$ cat src/rtl/axil_arith_unit_if.sv
// AXI4-Lite bundle for the arithmetic peripheral: five channels grouped with
// master/slave views so the bench and the slave share one declaration.
interface axil_arith_unit_if #(
  parameter int DATA_WIDTH = 32,
  parameter int ADDR_WIDTH = 8,
  parameter int RESP_WIDTH = 2
);
  logic [ADDR_WIDTH-1:0]   awaddr;
  logic                    awvalid;
  logic                    awready;
  logic [DATA_WIDTH-1:0]   wdata;
  logic [DATA_WIDTH/8-1:0] wstrb;
  logic                    wvalid;
  logic                    wready;
  logic [RESP_WIDTH-1:0]   bresp;
  logic                    bvalid;
  logic                    bready;
  logic [ADDR_WIDTH-1:0]   araddr;
  logic                    arvalid;
  logic                    arready;
  logic [DATA_WIDTH-1:0]   rdata;
  logic [RESP_WIDTH-1:0]   rresp;
  logic                    rvalid;
  logic                    rready;

  modport master (
    output awaddr, awvalid, wdata, wstrb, wvalid, bready, araddr, arvalid, rready,
    input  awready, wready, bresp, bvalid, arready, rdata, rresp, rvalid
  );

  modport slave (
    input  awaddr, awvalid, wdata, wstrb, wvalid, bready, araddr, arvalid, rready,
    output awready, wready, bresp, bvalid, arready, rdata, rresp, rvalid
  );
endinterface

$ cat src/rtl/axil_arith_unit.sv
// AXI4-Lite add/subtract peripheral: operand/control/result register bank
// plus a start/busy/done sequencer with a programmable compute latency.
module axil_arith_unit #(
  parameter int DATA_WIDTH = 32,
  parameter int ADDR_WIDTH = 8,
  parameter int RESP_WIDTH = 2,
  parameter int LATENCY    = 1
) (
  input  logic             s1_axi_aclk,
  input  logic             s1_axi_aresetn,
  axil_arith_unit_if.slave s1_axi,
  output logic             irq
);
  localparam int STRB_W = DATA_WIDTH / 8;
  localparam int SHIFT  = $clog2(STRB_W);
  localparam int IDX_W  = ADDR_WIDTH - SHIFT;
  localparam int MSB    = DATA_WIDTH - 1;
  localparam logic [IDX_W-1:0] I_OPA = IDX_W'(0);
  localparam logic [IDX_W-1:0] I_OPB = IDX_W'(1);
  localparam logic [IDX_W-1:0] I_CTL = IDX_W'(2);
  localparam logic [IDX_W-1:0] I_RES = IDX_W'(3);
  localparam logic [IDX_W-1:0] I_STA = IDX_W'(4);
  localparam logic [RESP_WIDTH-1:0] OKAY   = '0;
  localparam logic [RESP_WIDTH-1:0] SLVERR = RESP_WIDTH'(2);

  typedef enum logic {IDLE, RUN} state_t;

  logic                  ready_en, aw_full, w_full, bvalid, rvalid;
  logic [ADDR_WIDTH-1:0] aw_addr;
  logic [DATA_WIDTH-1:0] w_data, rdata;
  logic [STRB_W-1:0]     w_strb;
  logic [RESP_WIDTH-1:0] bresp, rresp;
  logic [DATA_WIDTH-1:0] opa, opb, ctrl, result, snap_a, snap_b;
  logic                  snap_op, done, carry, ovf, busy, finish;
  logic [3:0]            cnt;
  state_t                state, state_nx;
  logic [IDX_W-1:0]      w_idx, r_idx;
  logic                  commit, w_err, start_req, start_go, r_err;
  logic [DATA_WIDTH-1:0] rd_val, status;

  function automatic logic [DATA_WIDTH-1:0] merge_strb(input logic [DATA_WIDTH-1:0] old_v,
                                                       input logic [DATA_WIDTH-1:0] new_v,
                                                       input logic [STRB_W-1:0] strb);
    logic [DATA_WIDTH-1:0] m;
    for (int i = 0; i < STRB_W; i++) m[8*i +: 8] = strb[i] ? new_v[8*i +: 8] : old_v[8*i +: 8];
    return m;
  endfunction

  // Returns {signed overflow, carry/borrow, result}; one extra bit catches carry-out.
  function automatic logic [DATA_WIDTH+1:0] arith(input logic [DATA_WIDTH-1:0] a,
                                                  input logic [DATA_WIDTH-1:0] b,
                                                  input logic sub);
    logic        [DATA_WIDTH:0]   wide;
    logic signed [DATA_WIDTH-1:0] sa, sb, sr;
    logic                         v;
    wide = sub ? ({1'b0, a} - {1'b0, b}) : ({1'b0, a} + {1'b0, b});
    sa = a;
    sb = b;
    sr = wide[DATA_WIDTH-1:0];
    v = ((sa[MSB] ^ sb[MSB]) == sub) && (sr[MSB] != sa[MSB]);
    return {v, wide[DATA_WIDTH], wide[DATA_WIDTH-1:0]};
  endfunction

  assign s1_axi.awready = ready_en && !aw_full && !bvalid;
  assign s1_axi.wready  = ready_en && !w_full && !bvalid;
  assign s1_axi.arready = ready_en && !rvalid;
  assign s1_axi.bvalid  = bvalid;
  assign s1_axi.bresp   = bresp;
  assign s1_axi.rvalid  = rvalid;
  assign s1_axi.rresp   = rresp;
  assign s1_axi.rdata   = rdata;
  assign irq    = done && ctrl[2];
  assign status = {{(DATA_WIDTH-4){1'b0}}, ovf, carry, done, busy};

  always_comb begin
    commit    = aw_full && w_full && !bvalid;
    w_idx     = aw_addr[ADDR_WIDTH-1:SHIFT];
    start_req = (w_idx == I_CTL) && w_strb[0] && w_data[0];
    w_err     = (|aw_addr[SHIFT-1:0]) || (w_idx > I_CTL) || (start_req && busy);
    start_go  = commit && !w_err && start_req;
  end

  // Write channel: independent AW/W buffers, commit once both are full.
  always_ff @(posedge s1_axi_aclk or negedge s1_axi_aresetn) begin
    if (!s1_axi_aresetn) begin
      ready_en <= 1'b0;
      aw_full  <= 1'b0;
      w_full   <= 1'b0;
      aw_addr  <= '0;
      w_data   <= '0;
      w_strb   <= '0;
      bvalid   <= 1'b0;
      bresp    <= OKAY;
    end else begin
      ready_en <= 1'b1;
      if (s1_axi.awvalid && s1_axi.awready) begin
        aw_full <= 1'b1;
        aw_addr <= s1_axi.awaddr;
      end
      if (s1_axi.wvalid && s1_axi.wready) begin
        w_full <= 1'b1;
        w_data <= s1_axi.wdata;
        w_strb <= s1_axi.wstrb;
      end
      if (commit) begin
        bvalid <= 1'b1;
        bresp  <= w_err ? SLVERR : OKAY;
      end
      if (bvalid && s1_axi.bready) begin
        bvalid  <= 1'b0;
        aw_full <= 1'b0;
        w_full  <= 1'b0;
      end
    end
  end

  always_ff @(posedge s1_axi_aclk or negedge s1_axi_aresetn) begin
    if (!s1_axi_aresetn) begin
      opa  <= '0;
      opb  <= '0;
      ctrl <= '0;
    end else if (commit && !w_err) begin
      if (w_idx == I_OPA) opa <= merge_strb(opa, w_data, w_strb);
      if (w_idx == I_OPB) opb <= merge_strb(opb, w_data, w_strb);
      if (w_idx == I_CTL) ctrl <= merge_strb(ctrl, w_data, w_strb) & ~DATA_WIDTH'(1);
    end
  end

  always_ff @(posedge s1_axi_aclk or negedge s1_axi_aresetn) begin
    if (!s1_axi_aresetn) state <= IDLE;
    else                 state <= state_nx;
  end

  always_comb begin
    state_nx = state;
    case (state)
      IDLE:    if (start_go) state_nx = RUN;
      RUN:     if (finish) state_nx = IDLE;
      default: state_nx = IDLE;
    endcase
  end

  always_comb begin
    busy   = (state == RUN);
    finish = (state == RUN) && (cnt == 4'd1);
  end

  // Operands are snapshotted so later OPA/OPB writes cannot disturb a run.
  always_ff @(posedge s1_axi_aclk or negedge s1_axi_aresetn) begin
    if (!s1_axi_aresetn) begin
      snap_a  <= '0;
      snap_b  <= '0;
      snap_op <= 1'b0;
      cnt     <= '0;
      result  <= '0;
      carry   <= 1'b0;
      ovf     <= 1'b0;
      done    <= 1'b0;
    end else if (start_go) begin
      snap_a  <= opa;
      snap_b  <= opb;
      snap_op <= w_data[1];
      cnt     <= 4'(LATENCY);
      done    <= 1'b0;
    end else if (busy) begin
      cnt <= cnt - 4'd1;
      if (finish) begin
        {ovf, carry, result} <= arith(snap_a, snap_b, snap_op);
        done <= 1'b1;
      end
    end
  end

  always_comb begin
    r_idx  = s1_axi.araddr[ADDR_WIDTH-1:SHIFT];
    r_err  = (|s1_axi.araddr[SHIFT-1:0]) || (r_idx > I_STA);
    rd_val = '0;
    if (!r_err) begin
      case (r_idx)
        I_OPA:   rd_val = opa;
        I_OPB:   rd_val = opb;
        I_CTL:   rd_val = ctrl;
        I_RES:   rd_val = result;
        default: rd_val = status;
      endcase
    end
  end

  // Read channel: data captured from pre-edge state at the AR handshake.
  always_ff @(posedge s1_axi_aclk or negedge s1_axi_aresetn) begin
    if (!s1_axi_aresetn) begin
      rvalid <= 1'b0;
      rdata  <= '0;
      rresp  <= OKAY;
    end else if (s1_axi.arvalid && s1_axi.arready) begin
      rvalid <= 1'b1;
      rdata  <= rd_val;
      rresp  <= r_err ? SLVERR : OKAY;
    end else if (rvalid && s1_axi.rready) begin
      rvalid <= 1'b0;
    end
  end
endmodule

$ cat src/flat_wrapper.sv
// flat-port wrapper written by rule: the top's interface ports become plain ports
module axil_arith_unit_flat 
#(
  parameter int DATA_WIDTH = 32,
  parameter int ADDR_WIDTH = 8,
  parameter int RESP_WIDTH = 2,
  parameter int LATENCY    = 1
)
  (s1_axi_aclk, s1_axi_aresetn, irq, s1_axi_awaddr, s1_axi_awvalid, s1_axi_wdata, s1_axi_wstrb, s1_axi_wvalid, s1_axi_bready, s1_axi_araddr, s1_axi_arvalid, s1_axi_rready, s1_axi_awready, s1_axi_wready, s1_axi_bresp, s1_axi_bvalid, s1_axi_arready, s1_axi_rdata, s1_axi_rresp, s1_axi_rvalid);
  axil_arith_unit_if #(.DATA_WIDTH(DATA_WIDTH), .ADDR_WIDTH(ADDR_WIDTH), .RESP_WIDTH(RESP_WIDTH)) s1_axi_i ();
  input  logic s1_axi_aclk;
  input  logic s1_axi_aresetn;
  output logic irq;
  input wire logic [$bits(s1_axi_i.awaddr)-1:0] s1_axi_awaddr;
  input wire logic [$bits(s1_axi_i.awvalid)-1:0] s1_axi_awvalid;
  input wire logic [$bits(s1_axi_i.wdata)-1:0] s1_axi_wdata;
  input wire logic [$bits(s1_axi_i.wstrb)-1:0] s1_axi_wstrb;
  input wire logic [$bits(s1_axi_i.wvalid)-1:0] s1_axi_wvalid;
  input wire logic [$bits(s1_axi_i.bready)-1:0] s1_axi_bready;
  input wire logic [$bits(s1_axi_i.araddr)-1:0] s1_axi_araddr;
  input wire logic [$bits(s1_axi_i.arvalid)-1:0] s1_axi_arvalid;
  input wire logic [$bits(s1_axi_i.rready)-1:0] s1_axi_rready;
  output wire logic [$bits(s1_axi_i.awready)-1:0] s1_axi_awready;
  output wire logic [$bits(s1_axi_i.wready)-1:0] s1_axi_wready;
  output wire logic [$bits(s1_axi_i.bresp)-1:0] s1_axi_bresp;
  output wire logic [$bits(s1_axi_i.bvalid)-1:0] s1_axi_bvalid;
  output wire logic [$bits(s1_axi_i.arready)-1:0] s1_axi_arready;
  output wire logic [$bits(s1_axi_i.rdata)-1:0] s1_axi_rdata;
  output wire logic [$bits(s1_axi_i.rresp)-1:0] s1_axi_rresp;
  output wire logic [$bits(s1_axi_i.rvalid)-1:0] s1_axi_rvalid;
  assign s1_axi_i.awaddr = s1_axi_awaddr;
  assign s1_axi_i.awvalid = s1_axi_awvalid;
  assign s1_axi_i.wdata = s1_axi_wdata;
  assign s1_axi_i.wstrb = s1_axi_wstrb;
  assign s1_axi_i.wvalid = s1_axi_wvalid;
  assign s1_axi_i.bready = s1_axi_bready;
  assign s1_axi_i.araddr = s1_axi_araddr;
  assign s1_axi_i.arvalid = s1_axi_arvalid;
  assign s1_axi_i.rready = s1_axi_rready;
  assign s1_axi_awready = s1_axi_i.awready;
  assign s1_axi_wready = s1_axi_i.wready;
  assign s1_axi_bresp = s1_axi_i.bresp;
  assign s1_axi_bvalid = s1_axi_i.bvalid;
  assign s1_axi_arready = s1_axi_i.arready;
  assign s1_axi_rdata = s1_axi_i.rdata;
  assign s1_axi_rresp = s1_axi_i.rresp;
  assign s1_axi_rvalid = s1_axi_i.rvalid;
  axil_arith_unit #(.DATA_WIDTH(DATA_WIDTH), .ADDR_WIDTH(ADDR_WIDTH), .RESP_WIDTH(RESP_WIDTH), .LATENCY(LATENCY)) u_core (.s1_axi_aclk(s1_axi_aclk), .s1_axi_aresetn(s1_axi_aresetn), .s1_axi(s1_axi_i), .irq(irq));
endmodule
$ cat config.mk
export PLATFORM = sky130hd
export DESIGN_NAME = axil_arith_unit_flat
export DESIGN_NICKNAME = d
export VERILOG_FILES = /design/src/rtl/axil_arith_unit_if.sv /design/src/rtl/axil_arith_unit.sv /design/src/flat_wrapper.sv
export SDC_FILE = /design/constraint.sdc
export NUM_CORES = 1
export LEC_CHECK = 0
export CAP_MARGIN = 20
export CORE_AREA = 2 2 235 214
export DETAILED_ROUTE_END_ITERATION = 8
export DIE_AREA = 0 0 237 216
export DONT_BUFFER_PORTS = 1
export GPL_ROUTABILITY_DRIVEN = 0
export GPL_TIMING_DRIVEN = 0
export SYNTH_ARGS = -nofsm -noshare
export SYNTH_HDL_FRONTEND = slang
export SYNTH_SLANG_ARGS = --single-unit
$ cat constraint.sdc
create_clock -name s1_axi_aclk -period 4.9 [get_ports s1_axi_aclk]
set_clock_uncertainty 0.1 [all_clocks]
set_input_delay 0.98 -clock s1_axi_aclk [delete_from_list [all_inputs] [get_ports s1_axi_aclk]]
set_output_delay 0.98 -clock s1_axi_aclk [all_outputs]
set_load 0.02 [all_outputs]
==> results.json, run 1 <==
{
  "antenna_left": 0,
  "grt.overflow.total": 0,
  "pin_count": 101,
  "pre_cts_ws_ns": 0.325,
  "wl_um": 36500,
  "period_minus_slack_ns": 4.63,
  "dr.pass1.iters": 5,
  "yosysUniqueCellTypes": 62,
  "syn_to_final_growth_pct": 13.2,
  "cts-htree-levels": 1,
  "dp_cells": 1831,
  "p_per_area_mw_per_mm2": 393,
  "cts.sinks": 283,
  "netlist.area_leader.share_pct": 52.2,
  "switchingPower_uw": 1600,
  "outcome": "finished, final reports clean",
  "routed_via_density": 4.91,
  "critPathMaxFanout": 7,
  "ys_warn_count": 0,
  "setup_tns_ns": 0,
  "post_drt_wl_per_cell_um": 19.3,
  "die_w_um": 237,
  "ys_ff_latch": 283,
  "final_nets": 1328,
  "yosysTopAreaCell": "dfrtp_1",
  "grt_max_degree": 284,
  "grt_usage_pct": 14.4,
  "final-hold-violation-count": 0,
  "clock_latency_ns": 0.56,
  "antenna_found_initial": 3,
  "min_path_type": "in -> async",
  "sw_frac_of_total_pct": 26.5,
  "place.detailed.hpwl_um": 25400,
  "syn_avg_cell_area_um2": 11.3,
  "slowest_stage": "or4_1",
  "r2r_setup_slack_ns": 0.27,
  "slew_viol_final": 0,
  "drt_iter0_markers": 732,
  "fmax_mhz": 216,
  "combPwrFrac_pct": 13.5,
  "ys_seq_area_share_pct": 52.2,
  "synth_edf_count": 0,
  "required_ns": 5.22,
  "cp_slowest_stage_delay_ns": 0.66,
  "postCtsSetupBuffers": 0,
  "cts_max_path_buffers": 3,
  "cts_tree": "built",
  "finalCritPeriodShare_pct": 94.4,
  "final_cell_mix": "dfrtp_1, nand2_1, mux2_2, nor2_1, o21ai_0",
  "synth_area_leaders": "dfrtp_1, mux2_2, nand2_1, mux4_2, ha_1",
  "max_cap_viol_count": 0,
  "crit_arrival_ns": 4.94,
  "timing.rr.end": "u_core.result[29]",
  "cp_top_family": "compound AO/OA/AOI/OAI gates",
  "drc": 0,
  "grt_pass1_vias": 9588,
  "worstSetupStartpointType": "flop",
  "p_int_uw": 4430,
  "power_frac_seq_pct": 49.0,
  "dr_total_vias": 9258,
  "die_area_mm2": 0.0512,
  "core-area_mm2": 0.0487,
  "rr_worst_depth": 15,
  "n_antenna_cell": 0,
  "slew_headroom_pct": 28.8,
  "path_buf_inv": 1,
  "worst_slew_pin_slew_ns": 1.06,
  "synth_top_flop_cell": "dfrtp_1",
  "pwr-share-clk_pct": 37.6,
  "die_h_um": 216,
  "stdcell_count": 1886,
  "path_common_cell": "o21ai_1",
  "row_count": 77,
  "cts-resized-gates": 0,
  "endpoint_kind": "flop",
  "initial_core_util_pct": 27.9,
  "path_clk_slew_ns": 0.06,
  "ys_async_sr_fraction_pct": 100,
  "r2r-start": "u_core.snap_b[6]",
  "cts_root_buffer": "clkbuf_16",
  "path_class": "reg -> reg",
  "leakagePower_uw": 0.00724,
  "syn_area_mm2": 0.0136,
  "peakVddDrop_v": 0.000239,
  "io_buffer_count": 0,
  "fin_ws_ns": 0.274,
  "final_layout_size_suffix_gt1_share_pct": 19.3,
  "grt_pass1_wl_um": 57200,
  "rsz0062_at_grt": "no",
  "mostFrequentLayoutCell": "dfrtp_1",
  "crit_chain": "or4_1 > nor4_2 > a21oi_1 > xnor2_1 > ha_1 > buf_2 > a211oi_1 > nand2_1 > a2111oi_0 > o21a_1 > o31a_4 > o21ai_1 > a221oi_1 > xor2_1 > o21ai_1",
  "synthCells": 1198,
  "cts_buffers": 29,
  "setup_viol": 0
}
-- worst reg2reg max path, stage by stage, from the launching register on --
cell	delay, ns
dfrtp_1	0.41
or4_1	0.66
nor4_2	0.66
a21oi_1	0.18
xnor2_1	0.16
ha_1	0.26
buf_2	0.16
a211oi_1	0.21
nand2_1	0.14
a2111oi_0	0.31
o21a_1	0.25
o31a_4	0.19
o21ai_1	0.11
a221oi_1	0.36
xor2_1	0.24
o21ai_1	0.09
-- cell type report --
type	count	area, um2
Clock inverter	9	128
Timing Repair Buffer	3	36.3
Clock buffer	43	828
Fill cell	4904	33300
Sequential cell	283	7080
Multi-Input combinational cell	843	6170
Tap cell	632	791
Inverter	24	90.1
Buffer	49	218
-- cell families after synthesis --
| group | count (synthesis) | synth area share (%) |
|---|---|---|
| compound gates | 191 | 9.10 |
| xor+xnor | 60 | 3.93 |
| fa+ha+maj | 36 | 3.38 |
| buf+inv | 73 | 2.27 |
| flops | 283 | 52.2 |
| mux | 181 | 17.6 |
| other cells | 2 | 0.0554 |
| simple gates | 372 | 11.5 |
-- layer usage --
layer | global-route usage, % | share of wire [%]
met5 | 0 | 0.058
met4 | 3.06 | 1.8
met3 | 4.14 | 7.9
met2 | 21.4 | 43
met1 | 20.7 | 47
-- what timing repair did --
item,in CTS,in global routing
hold buffers,0,1
endpoints found under the hold margin,0,3
endpoints found under the setup margin,0,0
-- sequential cells by signal (all words and copies together), names as in the netlist --
signal and count:
u_core.aw_full 1, u_core.snap_op 1, u_core.w_full 1, u_core.done 1, u_core.ctrl 31, u_core.w_strb 4
u_core.s1_axi.rvalid 1, u_core.snap_b 32, u_core.ovf 1, u_core.opb 32, u_core.s1_axi.rresp 1, u_core.cnt 4
u_core.opa 32, u_core.ready_en 1, u_core.result 32, u_core.aw_addr 8, u_core.busy 1, u_core.s1_axi.rdata 32
u_core.s1_axi.bvalid 1, u_core.w_data 32, u_core.carry 1, u_core.s1_axi.bresp 1, u_core.snap_a 32
-- power groups by stage --
stage	Clock [uW]	Combinational, uW	Sequential (uW)
after floorplan	0	668	2880
after detailed placement	0	811	2990
after global placement	0	790	2970
final	2270	812	2950
after global routing	2400	892	3000
after CTS	2300	816	2950
-- through the flow --
| stage | utilization [%] | total power [uW] | cell area (um2) | hold slack [ns] |
|---|---|---|---|---|
| after floorplan | - | 3550 | 13600 | 0.343 |
| after global placement | 29.5 | 3760 | 14400 | 0.361 |
| after detailed placement | 29.5 | 3800 | 14400 | 0.363 |
| after CTS | 31.5 | 6070 | 15300 | 0.0141 |
| after global routing | 31.5 | 6300 | 15300 | 0.0108 |
| final | 31.5 | 6030 | 15300 | 0.0368 |
-- cell usage after synthesis (all sizes together) (3+ instances only) --
library cell and number:
o21ai 66, a21oi 41, clkbuf 28, a31oi 4, xor2 15, a211oi 6
nand2 258, inv 24, nand2b 8, or3 4, dfrtp 283, nor4 6
nor3 13, xnor2 45, nor2b 5, mux4 31, nor2 50, o31ai 6
ha 35, and2 10, a21o 16, buf 21, mux2i 6, mux2 144
o21a 4, nand3 7, nand4 3, a22o 28
-- worst max path at each step --
stage | startpoint | endpoint | cells after the start
2_1_floorplan | u_core.snap_b[6] | u_core.result[31] | 13
3_3_place_gp | u_core.snap_b[6] | u_core.result[29] | 15
3_5_place_dp | u_core.snap_b[6] | u_core.result[29] | 15
4_1_cts | u_core.snap_b[6] | u_core.result[29] | 15
5_1_grt | u_core.snap_b[6] | u_core.ovf | 16
6_report | u_core.snap_b[6] | u_core.result[29] | 15
(Power assumes the default switching activity.)
==> inputs of run 2 (changes only) <==
Settings changed: CAP_MARGIN 20 to unset.
==> run 2 against run 1 <==
Fmax increased by 0.18%; first-iteration DRC count increased by 0.27%; core utilization about the same; critical path depth unchanged.
==> results.json, run 2 (synthesis results as in run 1) <==
{
  "crit_path_start": "u_core.snap_b[6]",
  "dr.max_layer_used": "met5",
  "endpoint_kind": "flop",
  "path_clk_slew_ns": 0.06,
  "final_cell_mix": "dfrtp_1, nand2_1, mux2_2, nor2_1, o21ai_0",
  "final-hold-violation-count": 0,
  "wl_met3_um": 2830,
  "cts.hold.buffers_added": 0,
  "cts_root_buffer": "clkbuf_16",
  "period_minus_slack_ns": 4.62,
  "antenna_found_initial": 3,
  "timing.rr.end": "u_core.result[29]",
  "setup_viol": 0,
  "pin_count": 101,
  "final_layout_size_suffix_gt1_share_pct": 19.2,
  "row_count": 77,
  "setup_tns_ns": 0,
  "die_w_um": 237,
  "mostFrequentLayoutCell": "dfrtp_1",
  "wl_um": 36500,
  "drt_iter0_markers": 734,
  "die_area_mm2": 0.0512,
  "cts.sinks": 283,
  "clock_latency_ns": 0.56,
  "max_cap_viol_count": 0,
  "stdcell_count": 1885,
  "dp_cells": 1831,
  "cts-htree-levels": 1,
  "worstSetupStartpointType": "flop",
  "final_nets": 1326,
  "r2r_setup_slack_ns": 0.28,
  "dr.pass1.iters": 5,
  "io_buffer_count": 0,
  "p_per_area_mw_per_mm2": 394,
  "finalCritPeriodShare_pct": 94.2,
  "critPathMaxFanout": 7,
  "grt.overflow.total": 0,
  "core-area_mm2": 0.0487,
  "initial_core_util_pct": 27.9,
  "drc": 0,
  "postCtsSetupBuffers": 0,
  "final_util_pct": 31.5,
  "post_drt_wl_per_cell_um": 19.4,
  "die_h_um": 216,
  "min_path_type": "in -> async",
  "required_ns": 5.22,
  "cts_max_path_buffers": 3,
  "grt_max_degree": 284,
  "dr_total_vias": 9263,
  "worstSetupEndpoint": "u_core.result[29]",
  "rr_worst_depth": 15,
  "cts_buffers": 29,
  "dr_wl_met2_um": 15600,
  "syn_to_final_growth_pct": 13.0,
  "routed_via_density": 4.91,
  "slew_headroom_pct": 26.9,
  "cts-resized-gates": 0,
  "place.detailed.hpwl_um": 25400,
  "worst_slew_pin_slew_ns": 1.10,
  "met1_length_um": 17400,
  "path_class": "reg -> reg",
  "antenna_left": 0,
  "cts_tree": "built",
  "grt_pass1_wl_um": 57200,
  "fmax_mhz": 217,
  "slew_viol_final": 0,
  "peakVddDrop_v": 0.000240,
  "r2r-start": "u_core.snap_b[6]",
  "leakagePower_uw": 0.00723,
  "grt_pass1_vias": 9588,
  "crit_arrival_ns": 4.94,
  "hold_ws_ns": 0.0365,
  "rsz0062_at_grt": "no",
  "outcome": "finished, final reports clean",
  "grt_usage_pct": 14.4
}
run 2: changes by cell type in the layout (fill, tap and decap cells not counted), sizes merged:
| cell | before | now |
|---|---|---|
| buf | 23 | 21 |
| diode | 0 | 1 |
run 2: power breakdown:
group,internal [uW],switching [uW]
Combinational,454,356
Clock,1320,947
Sequential,2650,298
run 2: layout make-up:
cell class / instances / area, um2
fill: 4901 / 33300
sequential: 283 / 7080
multi-input combinational: 843 / 6170
clock buffer: 43 / 828
tap: 632 / 791
buffer: 49 / 218
clock inverter: 9 / 128
inverter: 24 / 90.1
timing repair buffer: 1 / 10.0
antenna: 1 / 2.50
run 2: through the flow:
| step | total power [uW] | area, um2 | setup WS (ns) |
|---|---|---|---|
| global route | 6290 | 15300 | 0.0107 |
| finish | 6030 | 15300 | 0.282 |
| detailed placement | 3800 | 14400 | 0.325 |
| CTS | 6070 | 15300 | 0.292 |
| floorplan | 3550 | 13600 | 1.12 |
| global placement | 3760 | 14400 | 0.356 |
run 2: worst min path at each step:
stage                      startpoint  slack [ns]           endpoint  cells after the start
floorplan           u_core.result[13]        0.34  u_core.result[13]                      2
global placement     u_core.result[0]        0.36   u_core.result[0]                      2
detailed placement  u_core.snap_a[26]        0.36  u_core.snap_a[26]                      2
CTS                    s1_axi_aresetn        0.01   u_core.result[9]                      0
global route           s1_axi_aresetn        0.01  u_core.result[25]                      0
finish                 s1_axi_aresetn        0.04  u_core.w_data[27]                      0
run 2: per-layer routing:
metal  track usage [%]  vias up
met3              4.14       43
met1              20.7     4707
li1                  -     4258
met5                 0        -
met4              3.06        2
met2              21.4      253
run 2: worst max-delay path, stage by stage, from the launching register on:
cell and delay (ns):
dfrtp_1 0.41, or4_1 0.66, nor4_2 0.66, a21oi_1 0.18
xnor2_1 0.16, ha_1 0.26, buf_2 0.16, a211oi_1 0.21
nand2_1 0.14, a2111oi_0 0.31, o21a_1 0.24, o31a_4 0.19
o21ai_1 0.11, a221oi_1 0.36, xor2_1 0.24, o21ai_1 0.09
==> inputs of run 3 (changes only) <==
Settings changed: GPL_TIMING_DRIVEN 0 to unset.
Clock period 4.9 ns to 3.9 ns, I/O delays scaled along.
==> run 3 against run 2 <==
The run now ends with hold timing left; sequential share of layout area shrank 1.3 points; worst hold slack lost 0.22 ns; via count shrank 1.0%; clock power grew 21%; critical path type unchanged; largest cell class unchanged.
==> results.json, run 3 (synthesis results as in run 1) <==
{
  "outcome": "finished with violations",
  "violations": "hold timing",
  "rsz0062_at_grt": "yes",
  "dr.pass1.iters": 5,
  "hold_ws_ns": -0.181,
  "drc": 0,
  "worst_slew_pin_slew_ns": 1.00,
  "syn_to_final_growth_pct": 16.2,
  "slew_viol_final": 0,
  "row_count": 77,
  "die_w_um": 237,
  "initial_core_util_pct": 27.9,
  "grt_pass1_wl_um": 53600,
  "mostFrequentLayoutCell": "dfrtp_1",
  "cts_root_buffer": "clkbuf_16",
  "worstSetupStartpointType": "flop",
  "required_ns": 4.22,
  "final-hold-violation-count": 161,
  "drt_iter0_markers": 610,
  "finalCritPeriodShare_pct": 99.0,
  "fin_ws_ns": 0.0404,
  "period_minus_slack_ns": 3.86,
  "final_nets": 1331,
  "clock_latency_ns": 0.56,
  "path_clk_slew_ns": 0.06,
  "min_path_type": "in -> async",
  "grt_usage_pct": 13.1,
  "fmax_mhz": 259,
  "p_per_area_mw_per_mm2": 476,
  "pre_cts_ws_ns": -0.122,
  "cts_buffers": 30,
  "routed_via_density": 4.85,
  "critPathMaxFanout": 4,
  "slew_headroom_pct": 33.3,
  "path_class": "reg -> reg",
  "dr_total_vias": 9168,
  "cts_tree": "built",
  "place.detailed.hpwl_um": 22700,
  "endpoint_kind": "flop",
  "core-area_mm2": 0.0487,
  "pin_count": 101,
  "antenna_left": 0,
  "cts.sinks": 283,
  "cts_max_path_buffers": 3,
  "n_antenna_cell": 0,
  "antenna_found_initial": 2,
  "wl_um": 34000,
  "grt.overflow.total": 0,
  "crit_arrival_ns": 4.18,
  "setup_viol": 0,
  "final_layout_size_suffix_gt1_share_pct": 25.8,
  "leakagePower_uw": 0.00745,
  "die_area_mm2": 0.0512,
  "grt_pass1_vias": 9311,
  "io_buffer_count": 0,
  "max_cap_viol_count": 0,
  "r2r_setup_slack_ns": 0.04,
  "peakVddDrop_v": 0.000335,
  "fin_total_pwr_uw": 7500,
  "post_drt_wl_per_cell_um": 18.0,
  "final_cell_mix": "dfrtp_1, nand2_1, mux2_2, buf_4, nor2_1",
  "die_h_um": 216,
  "grt_max_degree": 284,
  "cts-htree-levels": 1
}
run 3: path summary, 6_finish.rpt:
kind | from | to | depth (start not counted)
worst max-delay path | u_core.snap_b[5] | u_core.result[29] | 16
worst max register to register | u_core.snap_b[5] | u_core.result[29] | 16
max in group asynchronous | s1_axi_aresetn | u_core.opa[29] | 0
worst min-delay path | s1_axi_aresetn | u_core.s1_axi.rdata[27] | 0
worst min register to register | u_core.snap_a[2] | u_core.snap_a[2] | 2
min in group s1_axi_aclk | s1_axi_rready | u_core.s1_axi.rvalid | 1
run 3: final cells by class:
class,count,area (um2)
fillers,4862,32900
multi-input cells,843,6410
clock buffers,47,906
inverters,24,90.1
well taps,632,791
repair buffers,54,422
clock inverters,7,47.5
flip-flops and latches,283,7080
run 3: timing repair:
action,4_1_cts,5_1_grt
endpoints found under the setup margin,5,13
endpoints found under the hold margin,283,283
pin swaps,0,27
gates resized for setup,3,50
buffers inserted,0,11
run 3: power breakdown:
| group | switching [uW] | internal (uW) |
|---|---|---|
| clock | 1160 | 1590 |
| combinational | 417 | 621 |
| sequential | 381 | 3340 |
| total | 1960 | 5540 |
run 3: critical path, cell delays in order (launching register included):
cell and delay [ns]:
dfrtp_1 0.38, or4_4 0.61, nor4_4 0.17, buf_4 0.18
buf_6 0.10, a21oi_2 0.05, xnor2_1 0.14, ha_1 0.32
a211oi_2 0.26, nand2_2 0.11, a2111oi_4 0.29, o21a_1 0.21
o31a_4 0.18, o21ai_4 0.07, a221oi_2 0.29, xor2_1 0.17
o21ai_1 0.08
run 3: layer usage:
| metal | global-route usage [%] | vias up | share of wire (%) |
|---|---|---|---|
| met1 | 19.3 | 4654 | 50 |
| met4 | 2.43 | 4 | 1.8 |
| met5 | 0 | - | 0.091 |
| li1 | - | 4260 | - |
| met3 | 3.13 | 53 | 5.1 |
| met2 | 19.7 | 197 | 43 |
run 3: through the flow:
step	hold slack, ns	setup TNS (ns)	util, %	cells	instance area (um2)
final	-0.181	0	32.4	1890	15700
after global routing	-0.209	-0.543	32.4	1890	15700
after CTS	-0.189	-0.0233	31.7	1879	15400
after detailed placement	0.367	-0.283	29.8	1825	14500
after global placement	0.361	0	29.8	1825	14500
after floorplan	0.343	0	-	1199	13600
